`src/rtl/axis_arb_pkg.sv`:
```
// Shared types and constants for the AXI-Stream round-robin FIFO arbiter.
package axis_arb_pkg;

  typedef enum logic {
    ARB  = 1'b0,
    XFER = 1'b1
  } arb_state_e;

  localparam int unsigned DEF_NUM_SRC = 4;
  localparam int unsigned DEF_DATA_W  = 8;

  // A single requester still needs a one-bit index.
  function automatic int unsigned id_width(input int unsigned n);
    return (n < 2) ? 1 : $clog2(n);
  endfunction

endpackage

```
`src/rtl/rr_pick.sv`:
```
// Combinational round-robin picker: first request after last_grant, wrapping modulo NUM_SRC.
module rr_pick #(
  parameter int unsigned NUM_SRC = 4,
  parameter int unsigned ID_W    = 2
) (
  input  logic [NUM_SRC-1:0] req,
  input  logic [ID_W-1:0]    last_grant,
  output logic               any_req,
  output logic [ID_W-1:0]    win_id
);

  logic [ID_W-1:0] idx;

  // Scan from the farthest candidate down so the nearest one is written last and wins.
  always_comb begin
    any_req = |req;
    win_id  = '0;
    idx     = '0;
    for (int k = NUM_SRC; k >= 1; k--) begin
      idx = ID_W'((int'(last_grant) + k) % NUM_SRC);
      if (req[idx]) begin
        win_id = idx;
      end
    end
  end

endmodule

```
`src/rtl/axis_fifo_rr_arbiter.sv`:
```
// Packet-level round-robin arbiter feeding one FIFO write port through a registered output stage.
module axis_fifo_rr_arbiter
  import axis_arb_pkg::*;
#(
  parameter int unsigned NUM_SRC = DEF_NUM_SRC,
  parameter int unsigned DATA_W  = DEF_DATA_W,
  parameter int unsigned ID_W    = id_width(NUM_SRC),
  parameter int unsigned CNT_W   = 16
) (
  input  logic                      aclk,
  input  logic                      areset,
  input  logic [NUM_SRC*DATA_W-1:0] s_axis_tdata,
  input  logic [NUM_SRC-1:0]        s_axis_tvalid,
  input  logic [NUM_SRC-1:0]        s_axis_tlast,
  output logic [NUM_SRC-1:0]        s_axis_tready,
  output logic [DATA_W-1:0]         m_axis_tdata,
  output logic                      m_axis_tvalid,
  output logic                      m_axis_tlast,
  output logic [ID_W-1:0]           m_axis_tid,
  input  logic                      m_axis_tready,
  output logic                      busy,
  output logic [CNT_W-1:0]          pkt_cnt
);

  arb_state_e        state;
  logic [ID_W-1:0]   grant_id;
  logic [ID_W-1:0]   last_grant;
  logic [ID_W-1:0]   win_id;
  logic              any_req;
  logic              load_ok;
  logic              in_hs;
  logic [DATA_W-1:0] sel_data;
  logic              sel_valid;
  logic              sel_last;

  rr_pick #(
    .NUM_SRC (NUM_SRC),
    .ID_W    (ID_W)
  ) u_rr_pick (
    .req        (s_axis_tvalid),
    .last_grant (last_grant),
    .any_req    (any_req),
    .win_id     (win_id)
  );

  // Output register can take a new beat when empty or draining this cycle.
  always_comb begin
    load_ok       = (state == XFER) && (!m_axis_tvalid || m_axis_tready);
    sel_data      = '0;
    sel_valid     = 1'b0;
    sel_last      = 1'b0;
    s_axis_tready = '0;
    for (int i = 0; i < NUM_SRC; i++) begin
      if (grant_id == ID_W'(i)) begin
        sel_data         = s_axis_tdata[i*DATA_W +: DATA_W];
        sel_valid        = s_axis_tvalid[i];
        sel_last         = s_axis_tlast[i];
        s_axis_tready[i] = load_ok;
      end
    end
    in_hs = load_ok && sel_valid;
  end

  always_ff @(posedge aclk or posedge areset) begin
    if (areset) begin
      state         <= ARB;
      busy          <= 1'b0;
      grant_id      <= '0;
      last_grant    <= ID_W'(NUM_SRC - 1);
      pkt_cnt       <= '0;
      m_axis_tvalid <= 1'b0;
      m_axis_tdata  <= '0;
      m_axis_tlast  <= 1'b0;
      m_axis_tid    <= '0;
    end else begin
      unique case (state)
        ARB: begin
          if (any_req) begin
            grant_id <= win_id;
            state    <= XFER;
            busy     <= 1'b1;
          end
        end
        XFER: begin
          if (in_hs && sel_last) begin
            last_grant <= grant_id;
            pkt_cnt    <= pkt_cnt + CNT_W'(1);
            state      <= ARB;
            busy       <= 1'b0;
          end
        end
        default: state <= ARB;
      endcase

      if (in_hs) begin
        m_axis_tvalid <= 1'b1;
        m_axis_tdata  <= sel_data;
        m_axis_tlast  <= sel_last;
        m_axis_tid    <= grant_id;
      end else if (m_axis_tready) begin
        m_axis_tvalid <= 1'b0;
      end
    end
  end

endmodule

```
`config.mk`:
```
export PLATFORM = sky130hd
export DESIGN_NAME = axis_fifo_rr_arbiter
export DESIGN_NICKNAME = d
export VERILOG_FILES = /design/src/rtl/axis_arb_pkg.sv /design/src/rtl/rr_pick.sv /design/src/rtl/axis_fifo_rr_arbiter.sv
export SDC_FILE = /design/constraint.sdc
export NUM_CORES = 1
export LEC_CHECK = 0
export CAP_MARGIN = 40
export CORE_ASPECT_RATIO = 1.4
export CORE_UTILIZATION = 45
export DETAILED_ROUTE_END_ITERATION = 12
export PLACE_DENSITY = 0.85
export SLEW_MARGIN = 20
export SYNTH_ARGS = -nofsm -noshare
export SYNTH_HDL_FRONTEND = slang
export SYNTH_SLANG_ARGS = --single-unit
```
`constraint.sdc`:
```
create_clock -name aclk -period 3.65 [get_ports aclk]
set_input_delay 1.095 -clock aclk [delete_from_list [all_inputs] [get_ports aclk]]
set_output_delay 1.095 -clock aclk [all_outputs]
set_load 0.02 [all_outputs]
```
Word level (Yosys, flattened, before mapping):

Index checks and enable logic that the tools add are counted.

* flip-flop bits (word level): 34
* bits of input ports: 43
* logic and storage cells: 71
* output and inout bits: 33

* magnitude comparators: 4
* bitwise logic cells: 1
* mux-type cells: 36
* reduce and logical (&&, ||, !) cells: 11
* add/subtract/negate cells: 5
* equal/unequal tests: 5

Operator list (count)
* $mux W8: 4
* $mux W1: 22
* $add A16 B1 Y16 const B: 1
* $lt A2 B3 Y1 const B: 4
* $bmux W1 S2: 4
* $mux W2: 4
* $reduce_and A2 Y1: 3
* $add A2 B1 Y2 const B: 2
* $add A2 B2 Y2 const B: 2
* $eq A2 B2 Y1 const B: 2
* $pmux W1 S2: 2
* $reduce_or A4 Y1: 1
* $logic_and A1 B1 Y1: 3
* $eq A2 B1 Y1 const B: 1
* $logic_not A2 Y1: 1
* $ne A2 B1 Y1 const B: 1
* $ne A2 B2 Y1 const B: 1
* $reduce_bool A2 Y1: 1
* $logic_not A1 Y1: 1
* $logic_or A1 B1 Y1: 1
* $not A1 Y1: 1

Longest topological paths before layout:

Gate-level depths: netlist of the first run.

* depth in word-level cells: 9
* mapped depth: 8
* mapped depth without buffers: 6

Cells and area by module:

A second synthesis of the first run with hierarchy kept.

* cells, all modules: 154
* area total of the unflattened synthesis: 1829.3 µm²

By module, submodules not included
* axis_fifo_rr_arbiter: cells each 140, area an instance 1737.9 µm², times used 1
* rr_pick: cells each 14, area an instance 91.3 µm², times used 1

Worst setup path after synthesis of the first run:

OpenSTA, ideal clock, no wires.

* kind: input to output
* start: in m_axis_tready
* end: out s_axis_tready[2]
* path slack: 0.713 ns
* arrival time: 1.842 ns
* buffers on the path: 0
* required time: 2.555 ns
* stages: 3
* cell sequence: nand2b_1 -> nand2_1 -> nor3b_1

* longest elaborated chain between the ends: 3

Ends and longest elaborated chain
* start: declaration: line axis_fifo_rr_arbiter.sv:20 `input logic m_axis_tready,`
* $logic_or A1 B1 Y1: line axis_fifo_rr_arbiter.sv:48 `load_ok = (state == XFER) && (!m_axis_tvalid || m_axis_tready);`
* $logic_and A1 B1 Y1: line axis_fifo_rr_arbiter.sv:48
* $mux W1: line axis_fifo_rr_arbiter.sv:54 `if (grant_id == ID_W'(i)) begin`
* end: declaration: line axis_fifo_rr_arbiter.sv:15 `output logic [NUM_SRC-1:0] s_axis_tready,`

No other way between the ends.

Worst setup path after layout of the first run:

Same ends and word-level chain as after synthesis.

==> run summary, run 1 <==
DP HPWL = 3290 um
post-synthesis cell count = 149
CP arrival = 2.40 ns
via count = 1501
vias per cell = 5.44
worst-case reg-to-reg path depth = 7
post-synthesis sequential area ratio = 48.6%
WS Path Type = primary input to primary output
Synth Area in Adders = 0.713%
clk buf depth = 2
Syn Std Cell Area = 1750 um^2
commonest cells after routing, fill and taps aside = clkdlybuf4s50_1 (71), dfrtp_1 (32), nand2_1 (15), nor2_1 (13), mux2_2 (11)
Synth Area in Compound Gates = 6.42%
gr usage total = 23.4%
worst-skew pair later-pin latency = 0.29 ns
synth-to-layout area growth = 52.1%
Max-cap violations = 0
CTS clock-pin slew for the worst setup and hold paths = 0.06 ns
Buf+Inv Stages, Crit Path = 2
final setup TNS = 0 ns
# IOs = 76
Post-Synth Simple-Gate Area = 13.8%
Distinct cells, synth = 38
worst vdd ir = 460 uV
Die ar. = 4160 um^2
Worst setup EP type = primary output
Port-buffer cells = 75
die span in y = 75.9 um
achievable frequency = 286 MHz
HP Class = register to register
Crit path required time = 2.55 ns
Final period util = 95.6%
Initial Util = 47.7%
register bit total from synthesis = 34
endpoints failing setup = 0
TritonCTS buffer count = 5
Remaining DRCs = 0
share of layout cells above drive strength 1 = 17.9%
mean post-synth cell area = 11.8 um^2
Clock Skew = 0.00350 ns
CP max stage cell = clkdlybuf4s50_1
Hold Fails Final Rpt = 0
post-synthesis xor/xnor area fraction = 7.49%
maximum number of pins on one net before global-route repair = 35
crit-path cells = clkdlybuf4s50_1, nand2b_1, nand2_1, nor3b_1, dlygate4sd2_1
antenna viol nets, final = 0
R2R Setup Slk = 1.28 ns
Startpoint Class = primary input
yosys warns = 0
Routed WL per cell = 16.1 um
Core Rows = 26
DIE WIDTH = 54.8 um
diode count = 0
leak pwr = 1.17 nW
core region area = 3680 um^2
Rel. slew slack = 57.6%
Crit path depth = 5
final wirelength = 4450 um
most common cell after layout, fill and taps aside = clkdlybuf4s50_1
vias in the first global route = 1468
worst-margin pin slew = 0.630 ns
Max FO, Critical Path = 4
CTS Sinks = 34
Final Wtd Congestion = 0.768
grt ovf = 0
P per Cell Area = 715 nW/um^2
initial antenna violation count = 0
first-pass GRT wire length = 6710 um
Power Total = 1.91 mW
largest family of logic cells by synthesized area = multiplexers
Final Critical Period = 3.49 ns
final max-slew violation count = 0
Crit path largest cell delay = 0.44 ns
CTS tree = done
status = completed
drt initial violations = 27
critical path's top delay family = buffers and inverters
Post-layout nets = 277
Synth Net Count = 193
first drt pass iteration count = 4
Post-CTS Hold Fix Bufs = 0
CTS root buf = clkbuf_8
CTS H-Tree Depth = 2
fraction of synthesized area in multiplexers = 19.4%
Worst Hold Depth = 1
==> routing by layer <==
layer	GRT usage, %	routed length [um]	up-vias
li1	-	-	699
met1	26.4	1680	735
met2	40.7	2360	59
met3	5.79	341	8
met4	10.3	65	0
met5	0	0	-
==> through the flow <==
stage                     hold slack [ns]  instance area, um^2  instances  worst slack [ns]  util [%]
after floorplan                     0.498                 1750        149             0.713         -
after global placement              0.463                 2580        268           -0.0415      70.1
after global routing                0.490                 2670        276          -0.00101      72.6
final                               0.482                 2670        276             0.159      72.6
after detailed placement            0.466                 2580        268            -0.134      70.1
after CTS                           0.483                 2670        276           0.00116      72.5
==> sequential cells by signal (all words and copies together), names as in the netlist <==
register and flops:
pkt_cnt 16, m_axis_tdata 8, grant_id 2, last_grant 2
m_axis_tid 2, busy 1, m_axis_tlast 1, m_axis_tvalid 1
state 1
==> kinds of logic after synthesis <==
group	count (synthesis)
DFF	34
adders and majority gates	1
AOI/OAI and AO/OA	17
xor gates and xnor gates	15
muxes	21
and+or+nand+nor	48
buffers and inverters	13
==> power by group <==
| group | switching (mW) | leakage, nW | total (mW) | internal, mW |
|---|---|---|---|---|
| combinational | 0.462 | 0.704 | 0.989 | 0.528 |
| clock | 0.131 | 0.0482 | 0.283 | 0.152 |
| sequential | 0.120 | 0.413 | 0.636 | 0.516 |
==> area by class of cell <==
class	instances	area, um^2
flip-flops and latches	34	853
fillers	280	1010
clock buffers	7	86.3
multi-input cells	102	840
well taps	42	52.6
inverters	8	30.0
clock inverters	1	5.00
repair buffers	82	802
==> final timing paths <==
path | start | end
worst max-delay path | m_axis_tready | s_axis_tready[2]
worst min-delay path | m_axis_tlast | m_axis_tlast
worst max register to register | grant_id[0] | pkt_cnt[10]
worst min register to register | m_axis_tlast | m_axis_tlast
max in group asynchronous | areset | last_grant[0]
min in group asynchronous | areset | pkt_cnt[7]
==> what timing repair did <==
| item | in CTS | in global routing |
|---|---|---|
| hold endpoints to repair | 0 | 0 |
| buffers inserted | 0 | 0 |
| setup endpoints to repair | 3 | 1 |
| resized for setup | 3 | 1 |
==> Yosys cell counts <==
library cell,count,area [um^2]
xnor2_1,9,78.8
dfstp_2,2,52.6
nor3_2,2,20.0
xor2_1,6,52.6
or4b_4,1,13.8
a32oi_2,1,16.3
mux4_2,8,180
nor2_1,13,48.8
a32o_1,1,10.0
mux4_1,1,26.3
buf_4,1,7.51
a31oi_1,1,6.26
and3_1,2,12.5
buf_6,1,11.3
dfrtp_1,32,801
mux2_2,11,124
a21o_1,1,7.51
ha_1,1,12.5
o21ai_0,5,25.0
clkbuf_1,2,7.51
o31ai_1,1,7.51
and4_4,1,11.3
a21oi_1,4,20.0
nand2b_1,1,6.26
o21ai_1,1,5.00
nand2_1,15,56.3
inv_1,7,26.3
mux2i_1,1,10.0
nand3_1,4,20.0
o22ai_1,1,6.26
nor3_1,3,15.0
inv_2,1,3.75
nand4_1,3,18.8
buf_2,1,5.00
a21oi_2,1,8.76
nor4_1,1,6.26
and2_1,1,6.26
nor3b_1,1,7.51
Power figures use the tool's default switching activity.
==> inputs of run 2 (changes only) <==
--- a/config.mk
+++ b/config.mk
@@ -5,6 +5,7 @@
 export SDC_FILE = /design/constraint.sdc
 export NUM_CORES = 1
 export LEC_CHECK = 0
+export ABC_CLOCK_PERIOD_IN_PS = 3650
 export CAP_MARGIN = 40
 export CORE_ASPECT_RATIO = 1.4
 export CORE_UTILIZATION = 45
==> constraint.sdc (replaced) <==
create_clock -name aclk -period 3.65 [get_ports aclk]
set_input_delay 1.095 -clock aclk [delete_from_list [all_inputs] [get_ports aclk]]
set_output_delay 1.095 -clock aclk [all_outputs]
set_load 0.05 [all_outputs]
==> run summary, run 2 (synthesis gave the netlist of run 1 again) <==
Initial Util = 47.7% (unchanged)
CTS root buf = clkbuf_8
worst-case reg-to-reg path depth = 5 (-2)
core region area = 3680 um^2 (unchanged)
via count = 1462 (-2.6%)
Power Total = 2.24 mW (+18%)
Final period util = 93.9% (-1.8 points)
Die ar. = 4160 um^2 (unchanged)
CTS H-Tree Depth = 2 (unchanged)
CTS clock-pin slew for the worst setup and hold paths = 0.07 ns (about the same)
# placed instances = 266 (-0.75%)
achievable frequency = 292 MHz (+1.9%)
endpoints failing setup = 0 (unchanged)
Worst setup EP type = primary output
Hold Fails Final Rpt = 0 (unchanged)
synth-to-layout area growth = 54.3%
final max-slew violation count = 0 (unchanged)
# IOs = 76 (unchanged)
Remaining DRCs = 0 (unchanged)
final wirelength = 4180 um (-6.0%)
diode count = 0 (unchanged)
post-CTS resize count = 0 (-3)
DIE WIDTH = 54.8 um (unchanged)
RSZ-0062 raised after global routing = no
HP Class = register to register
Core Rows = 26 (unchanged)
grt ovf = 0 (unchanged)
Post-layout nets = 276 (-0.36%)
Core Util, Final = 73.6% (+1.0 points)
largest registers = pkt_cnt x16, m_axis_tdata x8
worst-margin pin slew = 0.712 ns (+0.0826 ns)
Max-cap violations = 0 (unchanged)
P per Cell Area = 829 nW/um^2 (+16%)
initial antenna violation count = 0 (unchanged)
maximum number of pins on one net before global-route repair = 35 (unchanged)
Rel. slew slack = 52.5% (-5.1 points)
crit-path cells = clkdlybuf4s50_1, nand2b_1, nand2_1, nor3b_1, buf_12
antenna viol nets, final = 0 (unchanged)
CP max stage cell = clkdlybuf4s50_1
Crit path required time = 2.55 ns (about the same)
DP HPWL = 3220 um (-2.1%)
status = completed
first drt pass iteration count = 4 (unchanged)
most common cell after layout, fill and taps aside = clkdlybuf4s50_1
WS Path Type = primary input to primary output
worst vdd ir = 663 uV (+44%)
vias in the first global route = 1508 (+2.7%)
Routed WL per cell = 15.2 um (-5.7%)
die span in y = 75.9 um (unchanged)
first-pass GRT wire length = 6530 um (-2.7%)
clk buf depth = 2 (unchanged)
CTS tree = done
Startpoint Class = primary input
max FFs per register = 16 (unchanged)
share of layout cells above drive strength 1 = 19.3% (+1.4 points)
setup repair bufs after CTS = 0 (unchanged)
Crit path largest cell delay = 0.44 ns (about the same)
Post-CTS Hold Fix Bufs = 0 (unchanged)
fin cells = 275 (-0.36%)
Final Critical Period = 3.43 ns (-0.0652 ns)
Max FO, Critical Path = 4 (unchanged)
drt initial violations = 24 (-11%)
Final Wtd Congestion = 0.759 (-1.2%)
vias per cell = 5.32 (-2.2%)
final setup TNS = 0 ns (unchanged)
CP arrival = 2.33 ns (-0.07 ns)
worst-skew pair later-pin latency = 0.28 ns (about the same)
gr usage total = 22.4% (-1.1 points)
Min Hold Slack = 0.480 ns (-0.00202 ns)
Worst Hold Depth = 1 (unchanged)
Port-buffer cells = 75 (unchanged)
TritonCTS buffer count = 5 (unchanged)
commonest cells after routing, fill and taps aside = clkdlybuf4s50_1 (71), dfrtp_1 (32), nand2_1 (15), nor2_1 (13), mux2_2 (11)
Clock Skew = 0.00218 ns (-0.00132 ns)
Biggest register = pkt_cnt
leak pwr = 1.16 nW (-0.87%)
CTS Sinks = 34 (unchanged)
[run 2: final timing paths]
| kind | from | to | slack [ns] |
|---|---|---|---|
| max in group asynchronous | areset | last_grant[1] | 2.13 |
| min in group asynchronous | areset | pkt_cnt[5] | 1.19 |
| hold / removal | pkt_cnt[15] | pkt_cnt[15] | 0.48 |
| setup / recovery | m_axis_tready | s_axis_tready[2] | 0.22 |
| hold reg to reg | pkt_cnt[15] | pkt_cnt[15] | 0.48 |
| setup reg to reg | grant_id[1] | pkt_cnt[10] | 1.32 |
[run 2: critical path: cells and delay by family]
family	cells	cell delay, ns
buffers and inverters	2	0.63
and+or+nand+nor	3	0.61
[run 2: layout make-up]
cell class | instances | area, um^2
flip-flops and latches | 34 | 853
clock buffers | 7 | 86.3
fillers | 273 | 970
well taps | 42 | 52.6
inverters | 8 | 30.0
clock inverters | 1 | 5.00
multi-input cells | 102 | 840
repair buffers | 81 | 840
[run 2: metrics by stage]
stage	setup WS (ns)	area [um^2]
2_1_floorplan	0.0785	1750
3_3_place_gp	0.237	2600
3_5_place_dp	0.210	2600
4_1_cts	0.216	2700
5_1_grt	0.174	2710
6_report	0.224	2710
[run 2: where the power goes]
group	switching, mW	leakage, nW	total (mW)	internal [mW]
clock	0.132	0.0482	0.284	0.152
sequential	0.139	0.413	0.654	0.515
combinational	0.720	0.694	1.30	0.585
total	0.991	1.16	2.24	1.25
[run 2: routing by layer]
layer	track usage (%)	up-vias	share of wire, %
met5	0	-	0
met4	8.26	0	1.2
met3	6.99	5	8.5
met2	39.4	59	53
met1	24.5	705	38
li1	-	693	-
